$ cat config.mk
export PLATFORM = sky130hd
export DESIGN_NAME = unidade_mult_div
export DESIGN_NICKNAME = d
export VERILOG_FILES = /design/src/rtl/unidade_mult_div.sv
export SDC_FILE = /design/constraint.sdc
export NUM_CORES = 1
export LEC_CHECK = 0
export CAP_MARGIN = 5
export CORE_UTILIZATION = 32
export CTS_BUF_LIST = sky130_fd_sc_hd__clkbuf_4 sky130_fd_sc_hd__clkbuf_8
export DETAILED_ROUTE_END_ITERATION = 16
export GPL_ROUTABILITY_DRIVEN = 0
export HOLD_SLACK_MARGIN = 0.15
export PLACE_DENSITY = 0.55
export REMOVE_ABC_BUFFERS = 1
export SYNTH_ARGS = -nofsm -noshare
export SYNTH_HDL_FRONTEND = slang
export SYNTH_SLANG_ARGS = --single-unit
$ cat constraint.sdc
create_clock -name clock -period 8 [get_ports clock]
set_clock_uncertainty 0.05 [all_clocks]
set_input_delay 1.2 -clock clock [delete_from_list [all_inputs] [get_ports clock]]
set_output_delay 1.2 -clock clock [all_outputs]
set_load 0.05 [all_outputs]
$ cat src/rtl/unidade_mult_div.sv
// unidade_mult_div: iterative 32-bit multiply/divide unit holding HI/LO for the
// iZero MIPS datapath. A signed or unsigned MULT/DIV takes 33 busy cycles
// (32 CALC + 1 AJUSTE). MTHI/MTLO write HI/LO directly while idle.
module unidade_mult_div (
    input  logic        clock,
    input  logic        reset,
    input  logic        start,
    input  logic [1:0]  op,
    input  logic [31:0] operandoA,
    input  logic [31:0] operandoB,
    input  logic        escreveHI,
    input  logic        escreveLO,
    input  logic [31:0] dadosMT,
    input  logic        selHI,
    output logic [31:0] leituraHILO,
    output logic [31:0] hi,
    output logic [31:0] lo,
    output logic        busy,
    output logic        done,
    output logic        divZero
);

    typedef enum logic [1:0] {
        IDLE   = 2'd0,
        CALC   = 2'd1,
        AJUSTE = 2'd2
    } estado_t;

    estado_t     estado_q;
    logic [31:0] hi_q, lo_q;
    logic [31:0] acc_q;      // multiply: upper product half; divide: partial remainder
    logic [31:0] mq_q;       // multiply: multiplier/lower product; divide: dividend/quotient
    logic [31:0] opb_q;      // multiply: multiplicand; divide: divisor
    logic [4:0]  cnt_q;
    logic [1:0]  op_q;
    logic        negq_q;     // negate product/quotient at the end
    logic        negr_q;     // negate remainder (dividend was negative)
    logic        busy_q, done_q, divz_q;

    // Operand preparation for the start cycle
    logic        a_neg, b_neg, div_zero_req;
    logic [31:0] abs_a, abs_b;

    // Iteration datapath
    logic [32:0] soma;
    logic [32:0] rem_sh;
    logic [31:0] dif;
    logic        ge;
    logic [31:0] acc_d, mq_d;

    // Result fix-up
    logic [63:0] prod, prod_fix;
    logic [31:0] quo_fix, rem_fix;
    logic [31:0] hi_d, lo_d;
    logic        com_sinal;

    // Absolute values and sign capture of the incoming operands
    always_comb begin
        a_neg        = ~op[0] & operandoA[31];
        b_neg        = ~op[0] & operandoB[31];
        abs_a        = a_neg ? (32'd0 - operandoA) : operandoA;
        abs_b        = b_neg ? (32'd0 - operandoB) : operandoB;
        div_zero_req = op[1] & (operandoB == '0);
    end

    // One shift-add (multiply) or restoring-subtract (divide) step per cycle
    always_comb begin
        soma   = {1'b0, acc_q} + (mq_q[0] ? {1'b0, opb_q} : 33'd0);
        rem_sh = {acc_q, mq_q[31]};
        ge     = (rem_sh >= {1'b0, opb_q});
        // rem_sh - divisor < divisor whenever ge holds, so 32 bits suffice
        dif    = rem_sh[31:0] - opb_q;
        if (op_q[1]) begin
            acc_d = ge ? dif : rem_sh[31:0];
            mq_d  = {mq_q[30:0], ge};
        end else begin
            acc_d = soma[32:1];
            mq_d  = {soma[0], mq_q[31:1]};
        end
    end

    // Final sign correction and HI/LO placement
    always_comb begin
        com_sinal = ~op_q[0];
        prod      = {acc_q, mq_q};
        prod_fix  = (com_sinal & negq_q) ? (64'd0 - prod) : prod;
        quo_fix   = (com_sinal & negq_q) ? (32'd0 - mq_q) : mq_q;
        rem_fix   = (com_sinal & negr_q) ? (32'd0 - acc_q) : acc_q;
        if (op_q[1]) begin
            hi_d = rem_fix;
            lo_d = quo_fix;
        end else begin
            hi_d = prod_fix[63:32];
            lo_d = prod_fix[31:0];
        end
    end

    // Control FSM with HI/LO and handshake registers
    always_ff @(posedge clock or posedge reset) begin
        if (reset) begin
            estado_q <= IDLE;
            hi_q     <= '0;
            lo_q     <= '0;
            acc_q    <= '0;
            mq_q     <= '0;
            opb_q    <= '0;
            cnt_q    <= '0;
            op_q     <= '0;
            negq_q   <= 1'b0;
            negr_q   <= 1'b0;
            busy_q   <= 1'b0;
            done_q   <= 1'b0;
            divz_q   <= 1'b0;
        end else begin
            done_q <= 1'b0;
            divz_q <= 1'b0;
            case (estado_q)
                IDLE: begin
                    if (start) begin
                        if (div_zero_req) begin
                            done_q <= 1'b1;
                            divz_q <= 1'b1;
                        end else begin
                            op_q     <= op;
                            acc_q    <= '0;
                            negq_q   <= a_neg ^ b_neg;
                            negr_q   <= a_neg;
                            cnt_q    <= 5'd31;
                            busy_q   <= 1'b1;
                            estado_q <= CALC;
                            if (op[1]) begin
                                mq_q  <= abs_a;
                                opb_q <= abs_b;
                            end else begin
                                mq_q  <= abs_b;
                                opb_q <= abs_a;
                            end
                        end
                    end else begin
                        if (escreveHI) hi_q <= dadosMT;
                        if (escreveLO) lo_q <= dadosMT;
                    end
                end
                CALC: begin
                    acc_q <= acc_d;
                    mq_q  <= mq_d;
                    cnt_q <= cnt_q - 5'd1;
                    if (cnt_q == '0) estado_q <= AJUSTE;
                end
                AJUSTE: begin
                    hi_q     <= hi_d;
                    lo_q     <= lo_d;
                    busy_q   <= 1'b0;
                    done_q   <= 1'b1;
                    estado_q <= IDLE;
                end
                default: estado_q <= IDLE;
            endcase
        end
    end

    assign leituraHILO = selHI ? hi_q : lo_q;
    assign hi          = hi_q;
    assign lo          = lo_q;
    assign busy        = busy_q;
    assign done        = done_q;
    assign divZero     = divz_q;

endmodule

Word-level counts from Yosys, hierarchy flattened:

Index checks and enable logic that the tools add are counted.

* flip-flop bits (word level): 174
* bits in latches: 0
* bits in writable memories: 0
* memory bits (read-only): 0
* input port bits: 104
* output and inout bits: 99
* word-level logic and storage cells: 90
* memories: 0

* add/sub/neg operators: 8
* multiply operators: 0
* divide/modulo/power cells: 0
* magnitude comparators: 1
* equality and inequality tests: 8
* shifts and indexed selects: 0
* muxes and demuxes: 40
* bitwise operators: 9
* reductions and logical operators: 11

Operator list (count)
* $mux 32: 21
* $pmux 32 s2: 4
* $sub 1x32->32 const A: 4
* $mux 64: 1
* $sub 1x64->64 const A: 1
* $add 32x32->33: 1
* $ge 33x32->1: 1
* $logic_not 32->1: 1
* $sub 32x32->32: 1
* $reduce_and 3->1: 6
* $ne 2x2->1 const B: 6
* $mux 5: 2
* $pmux 5 s2: 1
* $mux 2: 3
* $and 1x1->1: 5
* $logic_not 5->1: 1
* $mux 1: 5
* $sub 5x1->5 const B: 1
* $pmux 1 s2: 2
* $pmux 2 s2: 1
* $reduce_bool 2->1: 2
* $not 1->1: 3
* $eq 2x1->1 const B: 1
* $eq 2x2->1 const B: 1
* other kinds (2): 2

Logic depth before layout (Yosys ltp):

Gate-level depths: netlist of run 1.

* depth in word-level cells: 7
* mapped depth: 15

Least setup slack after synthesis of run 1:

OpenSTA, ideal clock, no wires.

* path kind: input to register
* start: in operandoB[14]
* end: reg op_q[0]
* data arrival time: 3.623 ns
* data required time: 7.825 ns
* slack: 4.202 ns
* cell stages on the path: 8
* path buffers: 2
* path through: or4_1 or3_1 clkbuf_1 nor4_2 a21oi_1 nand2_1 clkbuf_1 mux2_2

* word-level cells in the longest chain between the ends: 4

Ends and longest elaborated chain
* from (decl): RTL line 10 `input logic [31:0] operandoB,`
* $logic_not 32->1: RTL line 63 `div_zero_req = op[1] & (operandoB == '0);`
* $and 1x1->1: RTL line 63
* $not 1->1 (no source line)
* $reduce_and 3->1 (no source line)
* to (signal assigned): RTL line 124 `op_q <= op;`
* to (decl): RTL line 35 `logic [1:0] op_q;`

No other way between the ends.
A chain may end at the register's enable or synchronous reset.

Final worst setup path of run 1:

* start: in operandoB[4]
* end: reg cnt_q[3]

* word-level cells in the longest chain between the ends: 4

Ends and longest elaborated chain
* $logic_not 32->1: RTL line 63
* $and 1x1->1: RTL line 63
* $ne 2x2->1 (no source line)
* $reduce_and 3->1 (no source line)
* to (signal assigned): RTL line 147 `cnt_q <= cnt_q - 5'd1;`
* to (decl): RTL line 34 `logic [4:0] cnt_q;`

No other way between the ends.

==> metrics, run 1 <==
status finished clean; FFs w/ async S/R, synth 100.0%; final clock period utilization by the worst path 63.18%; Max Fclk 0.1979 GHz; sw frac 53.98%; via/cell ratio 5.611; Setup CP Type in2reg; largest cells by area after synthesis dfrtp_1, mux2i_1, o21ai_0; Pint 0.004005 W; total congestion overflow 0; post-synth top area share 28.08%; layout cells sized above 1 5.767%; Reg2Reg Setup Slack 3310 ps; Final setup viols 0; H-tree depth 4; wire length on met3 2846 µm; CTS root buffer clkbuf_8; primary flip-flop cell chosen by synthesis mapping dfrtp_1; synthesis-stage register bit count 174; hpwl dp 41870 µm; Synth cell types 79; Area Growth Syn to Fin 18.89%; Clock Path Buffers 2; core area 47750 µm²; hold-fix buffer count after cts 0; Pins Over Slew Limit 0; Pwr Density 472.0 nW/µm²; reg2reg start mq_q[0]; Yosys top cell by area dfrtp_1; post_cts resized 0; Die Ht 222.1 µm; total CTS buffers 17; uppermost layer routed met4; Tmin final 5054 ps; hold path startpoint opb_q[23]; Iter 0 DRT Violations 1144; CP startpoint kind input port; Synth Area per Inst 7.884 µm²; die area 49350 µm²; Port Buffers 202; Tightest Hold Check Type reg2reg; Logic pwr share 69.6%; Synth warnings 0; Die Width 222.1 µm; Met2 Wirelength 25990 µm; WL/cell 20.47 µm; largest net degree at the start of global routing 75; Initial Util 32.48%; peak supply drop 230.6 µV; Via Count 15230; Routed WL 55570 µm; IO Pins 203; P_sw 0.004697 W; EDFF count, synth 0; row cnt 80; number of setup buffers added after CTS 0; vias in the first global route 14470; Setup TNS Final 0 ps; cell count of the worst hold path 1; nets@finish 2261; clock sink count 174; met1 WL 25690 µm; mapped cell area 15510 µm²; first-pass GRT wire length 85570 µm; max-slew headroom at the worst pin 17.99%; Syn Inst Count 1967; crit path max fanout 43; worst-skew pair later-pin latency 520 ps; pre-CTS setup slack 2529 ps; Seq pwr share 22.1%; Worst Setup End Kind flop; Final Hold Violating Endpoints 0; Hold EP opb_q[23]; post-route ant nets 0; max_cap viols 0; drt drc 0; initial antenna violation count 2; Worst-path clk slew 100 ps; register area share after synthesis 28.08%; Critical Path RT 8330 ps; number of cells on the worst reg-to-reg path 10; transition time of the tightest slew-check pin 1226 ps; Setup WS post-layout 2946 ps; Clock Power Share 8.3%; global-route usage over all layers 22.24%; TritonCTS clock tree built; CP Data Arrival Time 5390 ps; RSZ-0062 raised after global routing false; first-pass detailed-route iteration total 5; leakage power 7.523 nW; r2r endpoint hi[22]
power groups by stage:
stage | clock [W] | sequential [W] | combinational, W
after CTS | 0.000732 | 0.00191 | 0.00603
after global placement | 0 | 0.00191 | 0.00593
after floorplan | 0 | 0.00232 | 0.00380
final | 0.000724 | 0.00192 | 0.00606
after global routing | 0.000767 | 0.00199 | 0.00658
after detailed placement | 0 | 0.00193 | 0.00599
flip-flops by register name (all words and copies together), names as in the netlist:
name	flops
negq_q	1
done	1
divZero	1
mq_q	32
acc_q	32
opb_q	32
lo	32
cnt_q	5
estado_q	2
hi	32
busy	1
negr_q	1
op_q	2
Yosys cell counts (all sizes together) (5+ instances only):
cell	count
o21ai	231
nand2	202
a21oi	187
dfrtp	174
nor2	172
mux2i	111
clkbuf	105
xor2	85
xnor2	83
inv	71
ha	70
a21o	40
mux2	39
nor3	34
a31oi	26
nand2b	22
nor2b	22
nand3	21
o31ai	21
or3	20
buf	18
a22oi	16
a211oi	14
or4	14
nor4	13
and3	11
nand4	11
o21a	11
o41ai	11
o221ai	10
o211ai	9
and2	8
o21bai	7
o22a	6
and4	5
o31a	5
or2	5
per-layer routing:
| metal | vias to the layer above | GRT usage, % |
|---|---|---|
| met2 | 494 | 36.46 |
| met4 | 0 | 5.466 |
| met1 | 7377 | 30.54 |
| li1 | 7297 | - |
| met3 | 66 | 3.247 |
| met5 | - | 0 |
worst max-delay path, cell delays in order:
cell and delay, ps:
clkdlybuf4s50_1 470, nor4_1 710, nand3b_1 510, nor4_2 790, a21o_2 930, buf_4 460, nor4_1 100, xnor2_1 140
nand2_1 60
worst max-delay path by stage:
stage	from	end	slack (ps)	depth (start not counted)
2_1_floorplan	reset	acc_q[0]	2030	1
3_3_place_gp	operandoB[4]	cnt_q[3]	2570	9
3_5_place_dp	operandoB[4]	cnt_q[3]	2530	9
4_1_cts	operandoB[4]	cnt_q[3]	3060	9
5_1_grt	operandoB[4]	cnt_q[3]	2700	9
6_report	operandoB[4]	cnt_q[3]	2950	9
cell type report:
cell class,count,area (µm²)
Inverter,72,275.3
Antenna cell,2,5.005
Timing Repair Buffer,222,2162
Multi-Input combinational cell,1598,10440
Clock buffer,18,241.5
Tap cell,615,769.5
Clock inverter,14,190.2
Fill cell,4913,29310
Sequential cell,174,4355
cells by family (layout without fill, tap and decap cells):
logic type	count (synthesis)	after routing	synth area share, %
compound gates	631	631	24.28
simple gates	577	577	17.43
buf+inv	195	326	4.816
flops	174	174	28.08
xor+xnor	168	168	9.488
mux	150	150	9.996
fa+ha+maj	72	72	5.906
other cells	0	2	0
cells in the final DEF, fill, tap and decap left out, drive strengths merged, types with 26 or more instances in the layout:
cell / count
a21o: 40
a21oi: 187
a31oi: 26
clkdlybuf4s50: 200
dfrtp: 174
ha: 70
inv: 74
mux2: 39
mux2i: 111
nand2: 202
nor2: 172
nor3: 34
o21ai: 231
xnor2: 83
xor2: 85
per-stage QoR:
stage	std cells	cell area (µm²)	power, W	utilization (%)	hold slack [ps]
3_5_place_dp	2681	18000	0.007918	37.70	416.5
4_1_cts	2713	18430	0.008670	38.61	437.7
5_1_grt	2715	18440	0.009339	38.62	473.2
2_1_floorplan	1844	15030	0.006119	-	399.7
3_3_place_gp	2681	18000	0.007845	37.70	415.3
6_report	2715	18440	0.008702	38.62	439.5
Power figures use the tool's default switching activity.
==> run 2: changes to the inputs <==
--- a/config.mk
+++ b/config.mk
@@ -11,7 +11,7 @@
 export DETAILED_ROUTE_END_ITERATION = 16
 export GPL_ROUTABILITY_DRIVEN = 0
 export HOLD_SLACK_MARGIN = 0.15
-export PLACE_DENSITY = 0.55
+export PLACE_DENSITY = 0.57
 export REMOVE_ABC_BUFFERS = 1
 export SYNTH_ARGS = -nofsm -noshare
 export SYNTH_HDL_FRONTEND = slang
==> constraint.sdc (replaced) <==
create_clock -name clock -period 4.5 [get_ports clock]
set_clock_uncertainty 0.05 [all_clocks]
set_input_delay 0.675 -clock clock [delete_from_list [all_inputs] [get_ports clock]]
set_output_delay 0.675 -clock clock [all_outputs]
set_load 0.05 [all_outputs]
==> metrics, run 2 (same netlist as run 1, synthesis figures left out) <==
status finished clean; final clock period utilization by the worst path 91.06%; CP top delay family compound AO/OA/AOI/OAI gates; P_sw 0.008400 W; Tightest Hold Check Type reg2reg; fill count 4864; critical path, cell by cell inv_1 > ha_1 > inv_1 > fa_1 > a21o_1 > a221oi_1 > o21ai_0 > a221o_1 > a221oi_1 > nor3_1 > nor4b_1 > o21ai_0 > a21oi_1; max incr delay on CP 670 ps; Antenna Cells 0; die area 49350 µm²; first-pass GRT wire length 84940 µm; Critical Path End acc_q[28]; cell count of the worst hold path 2; clock sink count 174; Die Ht 222.1 µm; Tmin final 4098 ps; commonest non-fill, non-tap cells in the layout o21ai_0, nand2_1, clkdlybuf4s50_1; total congestion overflow 0; crit path launch mq_q[31]; Iter 0 DRT Violations 1303; largest net degree at the start of global routing 94; H-tree depth 4; max_cap viols 0; layout cells sized above 1 6.921%; total area of sequential cells 4355 µm²; vias in the first global route 14410; Reg2Reg Setup Slack 400 ps; TritonCTS clock tree built; Pint 0.007151 W; Critical Path RT 4870 ps; total CTS buffers 17; nets@finish 2287; pre-CTS setup slack 489.8 ps; Initial Util 32.48%; Buf/Inv on CP 2; CP startpoint kind flop; reg2reg start mq_q[31]; Worst Setup End Kind flop; core area 47750 µm²; post_cts resized 0; drt drc 0; RSZ-0062 raised after global routing false; worst-skew pair later-pin latency 490 ps; Routed WL 55490 µm; Setup CP Type reg2reg; r2r endpoint acc_q[28]; post-route ant nets 0; Logic pwr share 71.0%; Die Width 222.1 µm; Via Count 15400; CTS root buffer clkbuf_8; CP Data Arrival Time 4470 ps; Max Fclk 0.2440 GHz; Area Growth Syn to Fin 20.31%; hold-fix buffer count after cts 0; transition time of the tightest slew-check pin 1095 ps; Pins Over Slew Limit 0; stages on the worst setup path 13; number of setup buffers added after CTS 0; most common cell after layout, fill and taps aside o21ai_0; hpwl dp 42500 µm; Final setup viols 0; global-route usage over all layers 21.95%; crit path max fanout 7; first-pass detailed-route iteration total 6; initial antenna violation count 1; Clock Path Buffers 2; number of cells on the worst reg-to-reg path 13; Setup WS post-layout 402.4 ps; row cnt 80; Clock Power Share 7.6%; leakage power 7.651 nW; sw frac 54.02%; IO Pins 203; Final Hold Violating Endpoints 0; Multi-input gate area 10440 µm²; utilization after layout 39.08%; max-slew headroom at the worst pin 26.90%; WL/cell 20.26 µm; Slowest cell on crit path a221oi_1; Pwr Density 833.4 nW/µm²; Seq pwr share 21.4%; Port Buffers 202; peak supply drop 419.5 µV; Worst-path clk slew 100 ps; via/cell ratio 5.621
==> run 2: cell types whose count changed in the layout (fill, tap and decap cells not counted) <==
cell	before	now
diode_2	2	0
clkinvlp_4	2	3
buf_12	0	5
clkinv_2	4	2
inv_6	4	3
bufinv_16	4	2
clkinv_4	1	3
clkbuf_8	17	18
clkbuf_4	1	2
buf_4	20	41
==> run 2: through the flow <==
| step | std cells | hold slack, ps | power [W] | setup TNS, ps | cell area [µm²] |
|---|---|---|---|---|---|
| finish | 2739 | 440.3 | 0.01555 | 0 | 18660 |
| CTS | 2739 | 444.0 | 0.01547 | 0 | 18660 |
| floorplan | 1844 | 399.7 | 0.01088 | -219340 | 15030 |
| global placement | 2707 | 416.9 | 0.01411 | 0 | 18260 |
| global route | 2739 | 467.1 | 0.01665 | 0 | 18660 |
| detailed placement | 2707 | 421.6 | 0.01422 | 0 | 18260 |
==> run 2: metal layers <==
layer	vias up	wire length, µm	part of all wire [%]	GRT usage [%]
met3	75	4009	7.2	3.962
met5	-	7	0.013	0
met1	7391	25160	45	30.51
li1	7349	-	-	-
met4	2	1309	2.4	6.160
met2	580	25000	45	34.58
==> run 2: worst min path at each step <==
stage	from	to	slack [ps]
after floorplan	opb_q[23]	opb_q[23]	400
after global placement	opb_q[4]	opb_q[4]	420
after detailed placement	opb_q[19]	opb_q[19]	420
after CTS	opb_q[15]	opb_q[15]	440
after global routing	opb_q[29]	opb_q[29]	470
final	opb_q[15]	opb_q[15]	440
==> run 2: tightest hold or removal path, stage by stage, from the launching register on <==
cell and delay [ps]:
dfrtp_1 350, nand2_1 50, o21ai_0 60
==> run 2: final cells by class <==
| class | instances | share of cell area, % |
|---|---|---|
| clock buffers | 20 | 1.408 |
| multi-input cells | 1598 | 55.95 |
| well taps | 615 | 4.124 |
| repair buffers | 248 | 12.97 |
| flip-flops and latches | 174 | 23.34 |
| clock inverters | 12 | 0.7309 |
| inverters | 72 | 1.475 |
==> run 2: power by group through the flow <==
stage	combinational (W)	sequential (W)	clock [W]
floorplan	0.00676	0.00412	0
global route	0.0119	0.00344	0.00127
global placement	0.0108	0.00330	0
finish	0.0110	0.00332	0.00119
CTS	0.0110	0.00331	0.00121
detailed placement	0.0109	0.00333	0
